`src/rtl/bcd_time_counter.sv`:
```
// bcd_time_counter
// Keeps wall-clock time of day as BCD HH:MM and advances it by one minute every
// N clock cycles. N is TICKS_PER_MIN, or FAST_TICKS while fast_watch is high.
// A new time can be loaded. An out-of-range load is rejected and flagged.
//
// Ports
//   clk          sole clock; all state updates on the rising edge
//   reset        synchronous, active-high
//   load_time    one-cycle request to load new_time
//   new_time     BCD HH:MM: [15:12] ms_hour, [11:8] ls_hour, [7:4] ms_min, [3:0] ls_min
//   fast_watch   selects FAST_TICKS as the minute period
//   current_time registered BCD HH:MM, same layout as new_time
//   one_minute   registered pulse, high in the cycle the advanced minute is shown
//   load_err     registered pulse on a rejected load
//   time_set     high once a valid time has been loaded since reset
module bcd_time_counter #(
    parameter int TICKS_PER_MIN = 15360,
    parameter int FAST_TICKS    = 256
) (
    input  logic        clk,
    input  logic        reset,
    input  logic        load_time,
    input  logic [15:0] new_time,
    input  logic        fast_watch,
    output logic [15:0] current_time,
    output logic        one_minute,
    output logic        load_err,
    output logic        time_set
);

    localparam int MAX_TICKS = (TICKS_PER_MIN > FAST_TICKS) ? TICKS_PER_MIN : FAST_TICKS;
    localparam int PW        = (MAX_TICKS > 1) ? $clog2(MAX_TICKS) : 1;
    localparam logic [PW-1:0] NORM_LAST = PW'(TICKS_PER_MIN - 1);
    localparam logic [PW-1:0] FAST_LAST = PW'(FAST_TICKS - 1);

    typedef enum logic {
        UNSET = 1'b0,
        SET   = 1'b1
    } state_t;

    // A legal HH:MM has hours 00..23 and minutes 00..59.
    function automatic logic bcd_valid(input logic [15:0] t);
        logic hour_ok;
        if (t[15:12] == 4'd2) begin
            hour_ok = (t[11:8] <= 4'd3);
        end else begin
            hour_ok = (t[15:12] <= 4'd1) && (t[11:8] <= 4'd9);
        end
        return hour_ok && (t[7:4] <= 4'd5) && (t[3:0] <= 4'd9);
    endfunction

    // Advance a legal BCD HH:MM by one minute. 23:59 wraps to 00:00.
    function automatic logic [15:0] bcd_inc(input logic [15:0] t);
        logic [15:0] r;
        r = t;
        if (t[3:0] != 4'd9) begin
            r[3:0] = t[3:0] + 4'd1;
        end else begin
            r[3:0] = 4'd0;
            if (t[7:4] != 4'd5) begin
                r[7:4] = t[7:4] + 4'd1;
            end else begin
                r[7:4] = 4'd0;
                if (t[15:8] == 8'h23) begin
                    r[15:8] = 8'h00;
                end else if (t[11:8] == 4'd9) begin
                    r[11:8]  = 4'd0;
                    r[15:12] = t[15:12] + 4'd1;
                end else begin
                    r[11:8] = t[11:8] + 4'd1;
                end
            end
        end
        return r;
    endfunction

    logic [PW-1:0] presc_r, presc_s, last_s;
    logic [15:0]   time_r, time_s;
    logic          pulse_r, pulse_s;
    logic          err_r, err_s;
    logic          fast_r;
    logic          load_ok_s, fw_change_s, tc_s;
    state_t        state_r, state_s;

    // Terminal prescaler value for the minute period currently selected.
    always_comb begin
        if (fast_watch) begin
            last_s = FAST_LAST;
        end else begin
            last_s = NORM_LAST;
        end
    end

    assign load_ok_s   = load_time && bcd_valid(new_time);
    assign fw_change_s = (fast_watch != fast_r);
    // ">=" also catches a count left above a shorter period. A mode change always
    // clears the count, so normally this is an equality test.
    assign tc_s        = (presc_r >= last_s);

    // Next value of time, prescaler and pulses. Priority: valid load, mode change, terminal count.
    always_comb begin
        time_s  = time_r;
        presc_s = presc_r + PW'(1);
        pulse_s = 1'b0;
        err_s   = 1'b0;
        if (load_ok_s) begin
            time_s  = new_time;
            presc_s = '0;
        end else begin
            err_s = load_time;
            if (fw_change_s) begin
                presc_s = '0;
            end else if (tc_s) begin
                presc_s = '0;
                time_s  = bcd_inc(time_r);
                pulse_s = 1'b1;
            end else begin
                presc_s = presc_r + PW'(1);
            end
        end
    end

    // FSM next state: the first valid load sets the clock; only reset unsets it.
    always_comb begin
        state_s = state_r;
        case (state_r)
            UNSET: begin
                if (load_ok_s) begin
                    state_s = SET;
                end else begin
                    state_s = UNSET;
                end
            end
            SET:     state_s = SET;
            default: state_s = UNSET;
        endcase
    end

    // Datapath and state registers.
    always_ff @(posedge clk) begin
        if (reset) begin
            time_r  <= 16'h0000;
            presc_r <= '0;
            pulse_r <= 1'b0;
            err_r   <= 1'b0;
            state_r <= UNSET;
        end else begin
            time_r  <= time_s;
            presc_r <= presc_s;
            pulse_r <= pulse_s;
            err_r   <= err_s;
            state_r <= state_s;
        end
    end

    // Previous fast_watch level. It follows the input through reset, so a level
    // held across reset release does not count as a mode change.
    always_ff @(posedge clk) begin
        fast_r <= fast_watch;
    end

    assign current_time = time_r;
    assign one_minute   = pulse_r;
    assign load_err     = err_r;
    assign time_set     = (state_r == SET);

endmodule

```
`config.mk`:
```
export PLATFORM = sky130hd
export DESIGN_NAME = bcd_time_counter
export DESIGN_NICKNAME = d
export VERILOG_FILES = /design/src/rtl/bcd_time_counter.sv
export SDC_FILE = /design/constraint.sdc
export NUM_CORES = 1
export LEC_CHECK = 0
export ABC_CLOCK_PERIOD_IN_PS = 2400
export CAP_MARGIN = 20
export CORE_AREA = 2 2 67 69
export DETAILED_ROUTE_END_ITERATION = 7
export DIE_AREA = 0 0 69 71
export PLACE_DENSITY_LB_ADDON = 0.2
export SYNTH_ARGS = -nofsm -noshare
export SYNTH_HDL_FRONTEND = slang
export SYNTH_SLANG_ARGS = --single-unit
export TNS_END_PERCENT = 5
```
`constraint.sdc`:
```
create_clock -name clk -period 2.4 [get_ports clk]
set_clock_uncertainty 0.1 [all_clocks]
set_input_delay 0.48 -clock clk [delete_from_list [all_inputs] [get_ports clk]]
set_output_delay 0.48 -clock clk [all_outputs]
set_load 0.02 [all_outputs]
```
==> summary.txt, run 1 <==
Run status
  • Outcome: finished clean

Timing
  • WHS: 0.316 ns
  • Hold Violations, Final: 0
  • Fin crit share: 98.3%
  • Final Max Slew Viols: 0
  • Minimum clock period: 2.36 ns
  • FMAX: 424 MHz
  • TNS Setup: 0 ns
  • Min setup slack post-route: 0.0399 ns
  • Worst slew pin tran: 0.467 ns
  • Max_slew headroom: 68.6%
  • RSZ-0062 raised after global routing: yes
  • Final setup viols: 0

Worst setup path
  • CP top delay family: simple AND/OR/NAND/NOR gates
  • Critical path's slowest cell: or4_4
  • Worst-path maximum fanout: 3
  • CP Cell Sequence: ha_4 > nand2_2 > or4_4 > a21o_1 > or4_4 > a311oi_2
  • Most frequent CP cell: or4_4
  • Crit path capture type: flip-flop
  • Data arrival time of the worst path: 2.47 ns
  • CP Buf/Inv Count: 0
  • Worst EP required: 2.51 ns
  • WS Path Type: flip-flop to flip-flop
  • Startpoint Class: flip-flop
  • Crit-path max cell delay: 0.56 ns

Final layout
  • Nets: 318
  • Layout Area Growth over Synthesis: 45.9%
  • Fillers: 368
  • Commonest non-fill, non-tap cell in the layout: clkdlybuf4s50_1
  • Area occupied by multi-input gates: 0.00118 sq mm
  • Final instance area: 0.00268 sq mm
  • Most frequent cells in the layout: clkdlybuf4s50_1, nor2_1, dfxtp_1
  • Ant. Diodes: 0
  • Share of layout cells above drive strength 1: 19.7%
  • FF+latch area: 684 sq um

Floorplan
  • Core footprint: 0.00420 sq mm
  • Rows: 24
  • Die Footprint: 0.00490 sq mm
  • Initial Utilization: 43.7%
  • Die width: 69 um
  • I/O Pins: 39
  • Die Ht: 71 um

Yosys
  • Syn_nets: 251
  • Post-synth EDFFs: 0
  • Prevailing post-synth register cell: dfxtp_1
  • Top-area cell type share of the netlist area: 37.1%
  • Synth Area in Compound Gates: 14.9%
  • Post-Syn Instances: 221
  • Synth warn: 0
  • Seq/Total Area, Yosys: 37.1%
  • Yosys reg bits: 34
  • Largest family of logic cells by synthesized area: simple AND/OR/NAND/NOR gates
  • Simple-gate share of the synthesized area: 27.0%
  • Mean Syn Cell Area: 8.31 sq um
  • Post-synthesis mux area share: 1.09%
  • Library cells used by synthesis: 43
  • Fraction of registers with async set/reset: 0%
  • Synth area leaders: dfxtp_1, ha_1, nor2_1
  • Synth area leader: dfxtp_1
  • Xor/xnor share of the synthesized area: 9.54%
  • Synth Area in Adders: 6.81%
  • Synth Cell Area: 0.00184 sq mm

Clocking
  • H-tree depth: 2
  • CTS tree: yes
  • CTS sink count: 34
  • Worst-Skew Late Latency: 0.29 ns
  • Clock-pin slew on the worst setup and hold paths: 0.07 ns
  • # hold bufs at CTS: 0
  • Clock Path Buffers: 2
  • Num CTS Buffers: 5
  • Clk root buf: clkbuf_8

Placed design
  • RePlAce Congestion: 0.878
  • Pre-CTS setup slack: -0.664 ns
  • Post-detail-place hpwl: 3340 um
  • Placed inst area: 0.00249 sq mm
  • IO buf count: 38

Global routing
  • Vias in the first global route: 1756
  • Global Route Usage Sum: 19.4%
  • Initial antenna violation count: 0
  • Largest net degree at the start of global routing: 18
  • Global-route wire length before repair: 7800 um
  • Grt ovf: 0

Drt
  • Vias: 1812
  • WL final: 4720 um
  • Via-per-instance ratio: 5.31
  • ANT nets after route: 0
  • DR pass1 iterations: 4
  • Detailed Route Iter0 Violations: 70
  • DRC viols: 0
  • Routed length per instance: 13.8 um

Power and ir drop
  • NetSw: 0.262 mW
  • Power share of the clock group: 41.8%
  • Comb power frac: 9.5%
  • Worst VDD drop: 0.000286 V
  • Pint: 0.923 mW
  • Sw Share: 22.1%
  • Lkg Pwr: 0.972 nW
  • Power consumption: 1.19 mW
  • Sequential share of power: 48.6%
  • PD cells: 442 mW/mm^2

Worst hold path
  • Hold crit path type: flip-flop to flip-flop

Job
  • Max-Cap Viols: 0
-- path summary, 6_finish.rpt --
| kind | slack [ns] | cells past startpoint | startpoint | endpoint |
|---|---|---|---|---|
| worst max-delay path | 0.04 | 6 | presc_r[9]$_SDFF_PP0_ | current_time[13]$_SDFFE_PP0P_ |
| worst min-delay path | 0.32 | 1 | presc_r[0]$_SDFF_PP0_ | presc_r[0]$_SDFF_PP0_ |
| worst max register to register | 0.04 | 6 | presc_r[9]$_SDFF_PP0_ | current_time[13]$_SDFFE_PP0P_ |
| worst min register to register | 0.32 | 1 | presc_r[0]$_SDFF_PP0_ | presc_r[0]$_SDFF_PP0_ |
-- power groups by stage --
stage / Combinational [mW] / Sequential, mW / Clock [mW]
detailed placement: 0.107 / 0.589 / 0
CTS: 0.115 / 0.576 / 0.512
floorplan: 0.0357 / 0.592 / 0
finish: 0.113 / 0.576 / 0.496
global route: 0.123 / 0.577 / 0.538
global placement: 0.105 / 0.589 / 0
-- cells in the mapped netlist (6+ instances only) --
library cell,count
nand2_1,17
o21ai_0,6
and3_1,6
nor2_1,32
nand3_1,17
inv_1,9
xor2_1,9
xnor2_1,11
a21oi_1,10
dfxtp_1,34
a211oi_1,7
ha_1,10
-- flip-flops by register name (all words and copies together), names as in the netlist --
name and cells:
current_time 16, time_set 1, load_err 1, fast_r 1
one_minute 1, presc_r 14
-- cell type report --
| class | count | share of cell area (%) |
|---|---|---|
| well taps | 52 | 2.43 |
| flip-flops and latches | 34 | 25.5 |
| inverters | 9 | 1.26 |
| multi-input cells | 170 | 43.9 |
| repair buffers | 68 | 22.8 |
| clock buffers | 8 | 4.11 |
-- per-stage QoR --
step,util (%),std cells
floorplan,-,221
global placement,59.3,332
detailed placement,59.3,332
CTS,63.7,342
global route,63.7,341
finish,63.7,341
-- cells by family (layout without fill, tap and decap cells) --
| kind of cell | Yosys count | in the layout |
|---|---|---|
| adder cells (fa/ha/maj) | 10 | 10 |
| buffers and inverters | 17 | 85 |
| multiplexers | 2 | 2 |
| AND/OR/NAND/NOR | 98 | 98 |
| AO/OA/AOI/OAI | 40 | 40 |
| flip-flops | 34 | 34 |
| XOR/XNOR | 20 | 20 |
-- metal layers --
layer | global-route usage [%] | routed length (um) | vias up
met5 | 0 | 0 | -
met4 | 7.41 | 87 | 0
met3 | 4.70 | 238 | 9
met2 | 30.8 | 2120 | 51
met1 | 25.6 | 2260 | 827
li1 | - | - | 925
-- what timing repair did --
action | in CTS | in global routing
gates resized for setup | 12 | 7
endpoints found under the setup margin | 29 | 7
setup buffers | 2 | 1
pin swaps | 8 | 6
hold endpoints to repair | 0 | 0
(Power assumes the default switching activity.)
==> run 2, diff against run 1 <==
ABC_CLOCK_PERIOD_IN_PS = 2700   (was 2400)
CORE_AREA = 2 2 64 66   (was 2 2 67 69)
DIE_AREA = 0 0 66 68   (was 0 0 69 71)
clock period = 2.7 ns   (was 2.4 ns; I/O delays follow)
==> summary.txt, run 2 (same netlist as run 1, synthesis figures left out) <==
Final layout
  • Share of layout cells above drive strength 1: 11.6% (-8.1 points)
  • Most frequent cells in the layout: clkdlybuf4s50_1, dfxtp_1, nor2_1
  • Area occupied by multi-input gates: 0.00113 sq mm (-3.9%)
  • Nets: 304 (-4.4%)
  • Layout Area Growth over Synthesis: 37.0%
  • FF+latch area: 681 sq um (-0.55%)
  • Final core occ: 65.2% (+1.5 points)
  • Fillers: 328 (-11%)
  • Commonest non-fill, non-tap cell in the layout: clkdlybuf4s50_1
  • Largest register FFs: 16 (unchanged)
  • Ant. Diodes: 0 (unchanged)

Floorplan
  • Die Footprint: 0.00449 sq mm (-8.4%)
  • Rows: 23 (-4.2%)
  • Core footprint: 0.00386 sq mm (-8.3%)
  • Die width: 66 um (-4.3%)
  • Die Ht: 68 um (-4.2%)
  • Initial Utilization: 47.6% (+3.9 points)
  • I/O Pins: 39 (unchanged)

Drt
  • Via-per-instance ratio: 5.36 (+0.81%)
  • Vias: 1741 (-3.9%)
  • DRC viols: 0 (unchanged)
  • Detailed Route Iter0 Violations: 93 (+33%)
  • WL final: 4350 um (-7.7%)
  • Routed length per instance: 13.4 um (-3.2%)
  • DR pass1 iterations: 4 (unchanged)
  • ANT nets after route: 0 (unchanged)

Job
  • Max-Cap Viols: 0 (unchanged)

Power and ir drop
  • Worst VDD drop: 0.000282 V (-1.6%)
  • PD cells: 422 mW/mm^2 (-4.6%)
  • Lkg Pwr: 0.898 nW (-7.7%)

Global routing
  • Global Route Usage Sum: 20.4% (+0.98 points)
  • Grt ovf: 0 (unchanged)
  • Largest net degree at the start of global routing: 18 (unchanged)
  • Initial antenna violation count: 0 (unchanged)
  • Vias in the first global route: 1559 (-11%)
  • Global-route wire length before repair: 7020 um (-10%)

Placed design
  • RePlAce Congestion: 0.782 (-11%)
  • Post-detail-place hpwl: 3120 um (-6.7%)
  • IO buf count: 38 (unchanged)

Timing
  • WHS: 0.354 ns (+0.0375 ns)
  • Worst slew pin tran: 0.531 ns (+0.0636 ns)
  • Hold Violations, Final: 0 (unchanged)
  • RSZ-0062 raised after global routing: no
  • Final setup viols: 0 (unchanged)
  • Fin crit share: 95.2%
  • Minimum clock period: 2.57 ns
  • Max_slew headroom: 64.1% (-4.5 points)
  • Final Max Slew Viols: 0 (unchanged)
  • FMAX: 389 MHz

Worst setup path
  • Worst EP required: 2.79 ns (+0.28 ns)
  • Worst-path maximum fanout: 7 (+4)
  • Data arrival time of the worst path: 2.66 ns (+0.19 ns)
  • Startpoint Class: input pin
  • Crit path capture type: flip-flop
  • WS Path Type: input pin to flip-flop

Clocking
  • # hold bufs at CTS: 0 (unchanged)
  • CTS sink count: 34 (unchanged)
  • Worst-Skew Late Latency: 0.29 ns (about the same)
  • Clock Path Buffers: 2 (unchanged)
  • CTS tree: yes
  • Clock-pin slew on the worst setup and hold paths: 0.06 ns (about the same)
  • Num CTS Buffers: 5 (unchanged)
  • Clk root buf: clkbuf_8
  • H-tree depth: 2 (unchanged)

Run status
  • Outcome: finished clean

Worst hold path
  • Hold crit path type: flip-flop to flip-flop
-- run 2: worst paths after layout --
| kind | slack (ns) | depth (start not counted) | endpoint | from |
|---|---|---|---|---|
| setup / recovery | 0.13 | 8 | current_time[9]$_SDFFE_PP0P_ | fast_watch |
| hold / removal | 0.35 | 1 | presc_r[0]$_SDFF_PP0_ | presc_r[0]$_SDFF_PP0_ |
| setup reg to reg | 0.21 | 7 | current_time[9]$_SDFFE_PP0P_ | presc_r[11]$_SDFF_PP0_ |
| hold reg to reg | 0.35 | 1 | presc_r[0]$_SDFF_PP0_ | presc_r[0]$_SDFF_PP0_ |
-- run 2: area by class of cell --
type                       count  area share [%]
sequential                    34            27.1
tap                           50            2.49
inverter                       9            1.34
multi-input combinational    170            44.9
timing repair buffer          54            20.0
clock inverter                 1            1.19
clock buffer                   7            3.03
-- run 2: where the power goes --
part           total [mW]  internal, mW  leakage, nW  switching, mW
clock               0.457         0.276       0.0524          0.181
combinational      0.0923        0.0512        0.570         0.0410
sequential          0.513         0.507        0.275        0.00545
total                1.06         0.835        0.898          0.228
-- run 2: metal layers --
metal | up-vias | routed length (um) | part of all wire [%] | global-route usage [%]
li1 | 897 | - | - | -
met1 | 799 | 2170 | 50 | 27.9
met2 | 36 | 1900 | 44 | 29.9
met3 | 9 | 198 | 4.5 | 5.76
met4 | 0 | 80 | 1.8 | 8.93
met5 | - | 0 | 0 | 0
-- run 2: worst max-delay path, cell delays in order --
cell      delay [ns]
clkbuf_2        0.15
ha_1            0.31
nand3_2         0.09
or4_4           0.55
a21o_1          0.24
buf_6           0.14
or3_1           0.36
a311oi_2        0.27
-- run 2: timing repair --
item	CTS	global route
gates resized for setup	1	9
setup endpoints to repair	7	5
pin swaps	1	5
buffers inserted	0	0
-- run 2: metrics by stage --
stage / setup WS [ns] / total power [mW] / TNS (ns) / std cells / area, sq um
final: 0.131 / 1.06 / 0 / 325 / 2520
after global routing: 0.0832 / 1.10 / 0 / 325 / 2520
after CTS: 0.0371 / 1.07 / 0 / 325 / 2470
after detailed placement: -0.469 / 0.613 / -7.53 / 317 / 2370
after global placement: -0.448 / 0.613 / -6.75 / 317 / 2370
after floorplan: 0.0369 / 0.558 / 0 / 221 / 1840
